**src/rtl/mult_booth_seq.sv**
```systemverilog
// rtl/mult_booth_seq.sv - radix-2 Booth sequential 32x32 signed multiplier
// Iterates one Booth step per cycle through a two-level carry-lookahead adder.

module cla4 (
  input  logic [3:0] i_a,
  input  logic [3:0] i_b,
  input  logic       i_cin,
  output logic [3:0] o_sum,
  output logic       o_pg,
  output logic       o_gg
);
  logic [3:0] w_g;
  logic [3:0] w_p;
  logic [3:1] w_c;

  assign w_g = i_a & i_b;
  assign w_p = i_a ^ i_b;

  assign w_c[1] = w_g[0] | (w_p[0] & i_cin);
  assign w_c[2] = w_g[1] | (w_p[1] & w_g[0]) | (w_p[1] & w_p[0] & i_cin);
  assign w_c[3] = w_g[2] | (w_p[2] & w_g[1]) | (w_p[2] & w_p[1] & w_g[0])
                | (w_p[2] & w_p[1] & w_p[0] & i_cin);

  assign o_sum = w_p ^ {w_c, i_cin};
  assign o_pg  = &w_p;
  assign o_gg  = w_g[3] | (w_p[3] & w_g[2]) | (w_p[3] & w_p[2] & w_g[1])
               | (w_p[3] & w_p[2] & w_p[1] & w_g[0]);
endmodule

module lcu4 (
  input  logic [3:0] i_p,
  input  logic [3:0] i_g,
  input  logic       i_cin,
  output logic [3:1] o_c,
  output logic       o_pg,
  output logic       o_gg
);
  assign o_c[1] = i_g[0] | (i_p[0] & i_cin);
  assign o_c[2] = i_g[1] | (i_p[1] & i_g[0]) | (i_p[1] & i_p[0] & i_cin);
  assign o_c[3] = i_g[2] | (i_p[2] & i_g[1]) | (i_p[2] & i_p[1] & i_g[0])
                | (i_p[2] & i_p[1] & i_p[0] & i_cin);
  assign o_pg   = &i_p;
  assign o_gg   = i_g[3] | (i_p[3] & i_g[2]) | (i_p[3] & i_p[2] & i_g[1])
                | (i_p[3] & i_p[2] & i_p[1] & i_g[0]);
endmodule

module cla32 (
  input  logic [31:0] i_a,
  input  logic [31:0] i_b,
  input  logic        i_cin,
  output logic [31:0] o_sum,
  output logic        o_cout
);
  logic [7:0] w_pg;
  logic [7:0] w_gg;
  logic [7:0] w_gc;
  logic [3:1] w_c_lo;
  logic [3:1] w_c_hi;
  logic       w_c16;
  logic       w_pg_lo;
  logic       w_gg_lo;
  logic       w_pg_hi;
  logic       w_gg_hi;

  genvar gi;
  generate
    for (gi = 0; gi < 8; gi++) begin : g_grp
      cla4 u_grp (
        .i_a   (i_a[4*gi +: 4]),
        .i_b   (i_b[4*gi +: 4]),
        .i_cin (w_gc[gi]),
        .o_sum (o_sum[4*gi +: 4]),
        .o_pg  (w_pg[gi]),
        .o_gg  (w_gg[gi])
      );
    end
  endgenerate

  lcu4 u_lcu_lo (
    .i_p   (w_pg[3:0]),
    .i_g   (w_gg[3:0]),
    .i_cin (i_cin),
    .o_c   (w_c_lo),
    .o_pg  (w_pg_lo),
    .o_gg  (w_gg_lo)
  );

  assign w_c16 = w_gg_lo | (w_pg_lo & i_cin);

  lcu4 u_lcu_hi (
    .i_p   (w_pg[7:4]),
    .i_g   (w_gg[7:4]),
    .i_cin (w_c16),
    .o_c   (w_c_hi),
    .o_pg  (w_pg_hi),
    .o_gg  (w_gg_hi)
  );

  assign w_gc   = {w_c_hi, w_c16, w_c_lo, i_cin};
  assign o_cout = w_gg_hi | (w_pg_hi & w_c16);
endmodule

module mult_booth_seq (
  input  logic        clk,
  input  logic        rst,
  input  logic        start,
  input  logic [31:0] op_a,
  input  logic [31:0] op_b,
  output logic        busy,
  output logic        done,
  output logic [31:0] prod_hi,
  output logic [31:0] prod_lo
);
  typedef enum logic [1:0] {
    S_IDLE = 2'd0,
    S_BUSY = 2'd1,
    S_DONE = 2'd2
  } state_t;

  state_t      r_state;
  state_t      w_state_nxt;
  logic [32:0] r_a;
  logic [31:0] r_q;
  logic        r_qm1;
  logic [31:0] r_m;
  logic [5:0]  r_cnt;
  logic [31:0] r_prod_hi;
  logic [31:0] r_prod_lo;

  logic [1:0]  w_sel;
  logic        w_sub;
  logic [31:0] w_b;
  logic [31:0] w_sum;
  logic        w_cout;
  logic [32:0] w_a_upd;
  logic [32:0] w_a_shr;
  logic [31:0] w_q_shr;
  logic        w_last;

  assign w_sel = {r_q[0], r_qm1};
  assign w_sub = (w_sel == 2'b10);
  assign w_b   = w_sub ? ~r_m : r_m;

  cla32 u_add (
    .i_a    (r_a[31:0]),
    .i_b    (w_b),
    .i_cin  (w_sub),
    .o_sum  (w_sum),
    .o_cout (w_cout)
  );

  // Bit 32 is the sign-extended sum, so M = 0x80000000 cannot overflow A.
  always_comb begin
    w_a_upd = r_a;
    if (w_sel == 2'b01 || w_sel == 2'b10) begin
      w_a_upd = {r_a[32] ^ w_b[31] ^ w_cout, w_sum};
    end
  end

  assign w_a_shr = {w_a_upd[32], w_a_upd[32:1]};
  assign w_q_shr = {w_a_upd[0], r_q[31:1]};
  assign w_last  = (r_cnt == 6'd31);

  always_ff @(posedge clk) begin
    if (!rst) begin
      r_state <= S_IDLE;
    end else begin
      r_state <= w_state_nxt;
    end
  end

  always_comb begin
    w_state_nxt = r_state;
    case (r_state)
      S_IDLE:  if (start) w_state_nxt = S_BUSY;
      S_BUSY:  if (w_last) w_state_nxt = S_DONE;
      S_DONE:  w_state_nxt = start ? S_BUSY : S_IDLE;
      default: w_state_nxt = S_IDLE;
    endcase
  end

  always_ff @(posedge clk) begin
    if (!rst) begin
      r_a       <= '0;
      r_q       <= '0;
      r_qm1     <= 1'b0;
      r_m       <= '0;
      r_cnt     <= '0;
      r_prod_hi <= '0;
      r_prod_lo <= '0;
    end else begin
      case (r_state)
        S_IDLE, S_DONE: begin
          if (start) begin
            r_m   <= op_a;
            r_q   <= op_b;
            r_a   <= '0;
            r_qm1 <= 1'b0;
            r_cnt <= '0;
          end
        end
        S_BUSY: begin
          r_a   <= w_a_shr;
          r_q   <= w_q_shr;
          r_qm1 <= r_q[0];
          r_cnt <= r_cnt + 6'd1;
          if (w_last) begin
            r_prod_hi <= w_a_shr[31:0];
            r_prod_lo <= w_q_shr;
          end
        end
        default: ;
      endcase
    end
  end

  assign busy    = (r_state == S_BUSY);
  assign done    = (r_state == S_DONE);
  assign prod_hi = r_prod_hi;
  assign prod_lo = r_prod_lo;
endmodule

```
**config.mk**
```make
export PLATFORM = sky130hd
export DESIGN_NAME = mult_booth_seq
export DESIGN_NICKNAME = d
export VERILOG_FILES = /design/src/rtl/mult_booth_seq.sv
export SDC_FILE = /design/constraint.sdc
export NUM_CORES = 1
export LEC_CHECK = 0
export ABC_AREA = 1
export BUFFER_PORTS_ARGS = -buffer_cell sky130_fd_sc_hd__buf_2
export CORE_ASPECT_RATIO = 0.75
export CORE_MARGIN = 2
export CORE_UTILIZATION = 57
export CTS_CLUSTER_SIZE = 28
export DETAILED_ROUTE_END_ITERATION = 10
export HOLD_SLACK_MARGIN = 0.06
export PLACE_DENSITY = 0.88
export SLEW_MARGIN = 25
export SYNTH_ARGS = -nofsm -noshare
export SYNTH_HDL_FRONTEND = slang
export SYNTH_SLANG_ARGS = --single-unit
```
**constraint.sdc**
```tcl
create_clock -name clk -period 3.7 [get_ports clk]
set_input_delay 0.555 -clock clk [delete_from_list [all_inputs] [get_ports clk]]
set_output_delay 0.555 -clock clk [all_outputs]
set_load 0.02 [all_outputs]
```
==> flow_summary.yaml <==
status:
  status: "finished clean"
clock_tree:
  cts_buffers: 17
  clk_path_buf_depth: 2
  clock_sinks: 169
  cts_max_level: 4
  ctsRootBufferMaster: "clkbuf_16"
  clk_pin_slew_ns: 0.07
  clk_latency_ns: 0.44
  tritoncts: "yes"
  hold_buffers: 0
  ctsResizeCount: 0
  cts_setup_buffers: 0
synthesis:
  synthCells: 1132
  yosys_most_used_dff: "dfxtp_1"
  netlist_area_um2: 8390
  syn_nets: 1240
  ys_async_sr_fraction_pct: 0
  syn_avg_cell_area_um2: 7.41
  synth_cell_types: 45
  yosysSeqAreaShare_pct: 40.3
  synth_seq_cells: 169
  synth_edf_count: 0
  yosys_warnings: 0
timing:
  fin_crit_sh_pct: 90.8
  rsz0062_at_grt: "false"
  hold_viol_final: 0
  period_needed_ns: 3.36
  slew_headroom_pct: 37.2
  setup_tns_ns: 0
  finClkSkew_ns: 0.0110
  max_freq_mhz: 298
  hold_slack_ns: 0.352
  drv_slew: 0
  worst_pin_slew_ns: 0.942
  setup_viol: 0
critical_path:
  startpoint: "r_qm1$_SDFFE_PN0P_"
  reg2regPathDepth: 17
  worstReg2RegStart: "r_qm1$_SDFFE_PN0P_"
  critical_path.endpoint: "prod_hi[27]$_SDFFE_PN0P_"
  cp.required_ns: 4.03
  reg2reg_to: "prod_hi[27]$_SDFFE_PN0P_"
  crit_path_start_kind: "register"
  worst-setup-path-type: "reg -> reg"
  cp.arrival_ns: 3.68
  reg2reg_setup_slack_ns: 0.34
  worst-path-max-fanout: 18
  critPathCaptureType: "register"
job:
  drv_cap: 0
floorplanning:
  initial_utilization_pct: 58.3
  ios: 133
  die_x_um: 144
  die_area_um2: 15700
  rows: 38
  core_area_um2: 14400
  fp.dieH_um: 109
drt:
  via_count: 7772
  first_pass_iters: 5
  routed_wirelength_mm: 21.1
  drt_iter0_drc: 587
  wire_per_inst_um: 14.6
  route.detailed.drc: 0
  vias_per_cell: 5.37
  antenna_left: 0
global_route:
  grt_pass1_vias: 7215
  track_usage_pct: 27.3
  grt_max_degree: 101
  antenna_found_initial: 0
  grt_pass1_wl_mm: 34.2
  grt_overflow: 0
placement:
  place_congestion: 0.853
  port_buffers: 132
  place_hpwl_mm: 13.5
power_and_ir_drop:
  powerDensity_nw_per_um2: 456
  vdd_drop_max_uv: 289
  leakagePower_nw: 4.72
final_layout:
  areaGrowthSynthToFinish_pct: 16.0
  layout_common_cells: "nand2_1, dfxtp_1, buf_2"
  drive_above_1_share_pct: 16.8
  insertedDiodeCount: 0
  layout_commonest_cell: "nand2_1"
  final_nets: 1343
min_path:
  min_path_type: "in -> reg"
[how the worst min path moves through the flow]
stage,startpoint,to,slack [ns],depth (start not counted)
finish,op_b[17],r_q[17]$_SDFFE_PN0P_,0.35,3
CTS,op_b[17],r_q[17]$_SDFFE_PN0P_,0.35,3
detailed placement,r_q[19]$_SDFFE_PN0P_,prod_lo[18]$_SDFFE_PN0P_,0.45,2
global placement,r_q[1]$_SDFFE_PN0P_,prod_lo[0]$_SDFFE_PN0P_,0.45,2
floorplan,r_q[31]$_SDFFE_PN0P_,prod_lo[30]$_SDFFE_PN0P_,0.42,2
global route,op_b[17],r_q[17]$_SDFFE_PN0P_,0.35,3
[report_power, final]
group	leakage (nW)	switching (W)	internal [W]
sequential	1.37	0.0000547	0.00190
combinational	3.05	0.000433	0.000230
clock	0.297	0.000853	0.000972
total	4.72	0.00134	0.00310
[state kept, by name, summed over array words and instances (netlist names)]
| name | flops |
|---|---|
| prod_hi | 32 |
| prod_lo | 32 |
| r_a | 32 |
| r_cnt | 6 |
| r_m | 32 |
| r_q | 32 |
| r_qm1 | 1 |
| r_state | 2 |
[cell usage after synthesis, types with 2 or more instances]
library cell | instances | area [µm²]
nand2_2 | 13 | 81.3
inv_2 | 8 | 30.0
o21ai_1 | 7 | 35.0
buf_4 | 8 | 60.1
xor2_1 | 34 | 298
nor3_1 | 6 | 30.0
xnor2_1 | 10 | 87.6
nand2_4 | 3 | 33.8
buf_2 | 8 | 40.0
nand2_1 | 286 | 1070
o221ai_1 | 14 | 123
o21a_1 | 11 | 82.6
a22o_1 | 6 | 52.6
nand4_1 | 3 | 18.8
nand3_1 | 59 | 295
a31oi_1 | 11 | 68.8
dfxtp_1 | 169 | 3380
nor2_1 | 90 | 338
clkbuf_1 | 40 | 150
fa_1 | 7 | 140
nand3_2 | 4 | 40.0
o21ai_0 | 101 | 505
nor2_2 | 3 | 18.8
o211ai_1 | 4 | 30.0
o22ai_1 | 6 | 37.5
a21o_1 | 3 | 22.5
o21bai_1 | 6 | 45.0
mux2i_1 | 2 | 20.0
o211a_1 | 3 | 30.0
buf_6 | 2 | 22.5
ha_1 | 34 | 425
a21oi_1 | 53 | 265
or2_1 | 3 | 18.8
inv_1 | 104 | 390
[cells by family after synthesis]
family                   after synthesis  synth area share [%]
AND/OR/NAND/NOR                      476                  23.9
AO/OA/AOI/OAI                        229                  15.9
buffers and inverters                171                  8.30
flip-flops                           169                  40.3
XOR/XNOR                              44                  4.59
adder cells (fa/ha/maj)               41                  6.74
multiplexers                           2                 0.239
[per-layer routing]
metal | global-route usage (%) | up-vias | wire length, µm
met4 | 10.9 | 0 | 525
met1 | 36.9 | 3556 | 9610
met3 | 5.09 | 54 | 1320
met5 | 0 | - | 0
li1 | - | 3890 | -
met2 | 43.6 | 272 | 9630
[through the flow]
stage	utilization (%)	instance area (µm²)	worst slack [ns]	power (W)	std cells
after floorplan	-	8390	0.526	0.00246	1132
after global placement	63.4	9130	0.525	0.00261	1416
after detailed placement	63.4	9130	0.424	0.00263	1416
after CTS	67.6	9730	0.342	0.00444	1448
after global routing	67.6	9730	0.0315	0.00461	1448
final	67.6	9730	0.342	0.00444	1448
[worst max-delay path: stages (launching register included)]
cell and delay, ns:
dfxtp_1 0.30, inv_1 0.06, ha_2 0.40, buf_12 0.23, xor2_1 0.09, ha_1 0.40
nand2_1 0.12, nor4_2 0.31, nand2_2 0.10, nand2_4 0.14, nand2_2 0.06, nand2_2 0.09
inv_1 0.05, fa_1 0.47, nand2_1 0.05, o21ai_0 0.13, nand2_1 0.11, o211a_1 0.12
[area by class of cell]
class | instances | area, µm²
well taps | 200 | 250
inverters | 113 | 425
fillers | 1172 | 4670
clock buffers | 17 | 425
clock inverters | 15 | 175
multi-input cells | 792 | 4310
repair buffers | 142 | 761
flip-flops and latches | 169 | 3380
Note: power is estimated with default switching activity, not from simulation.
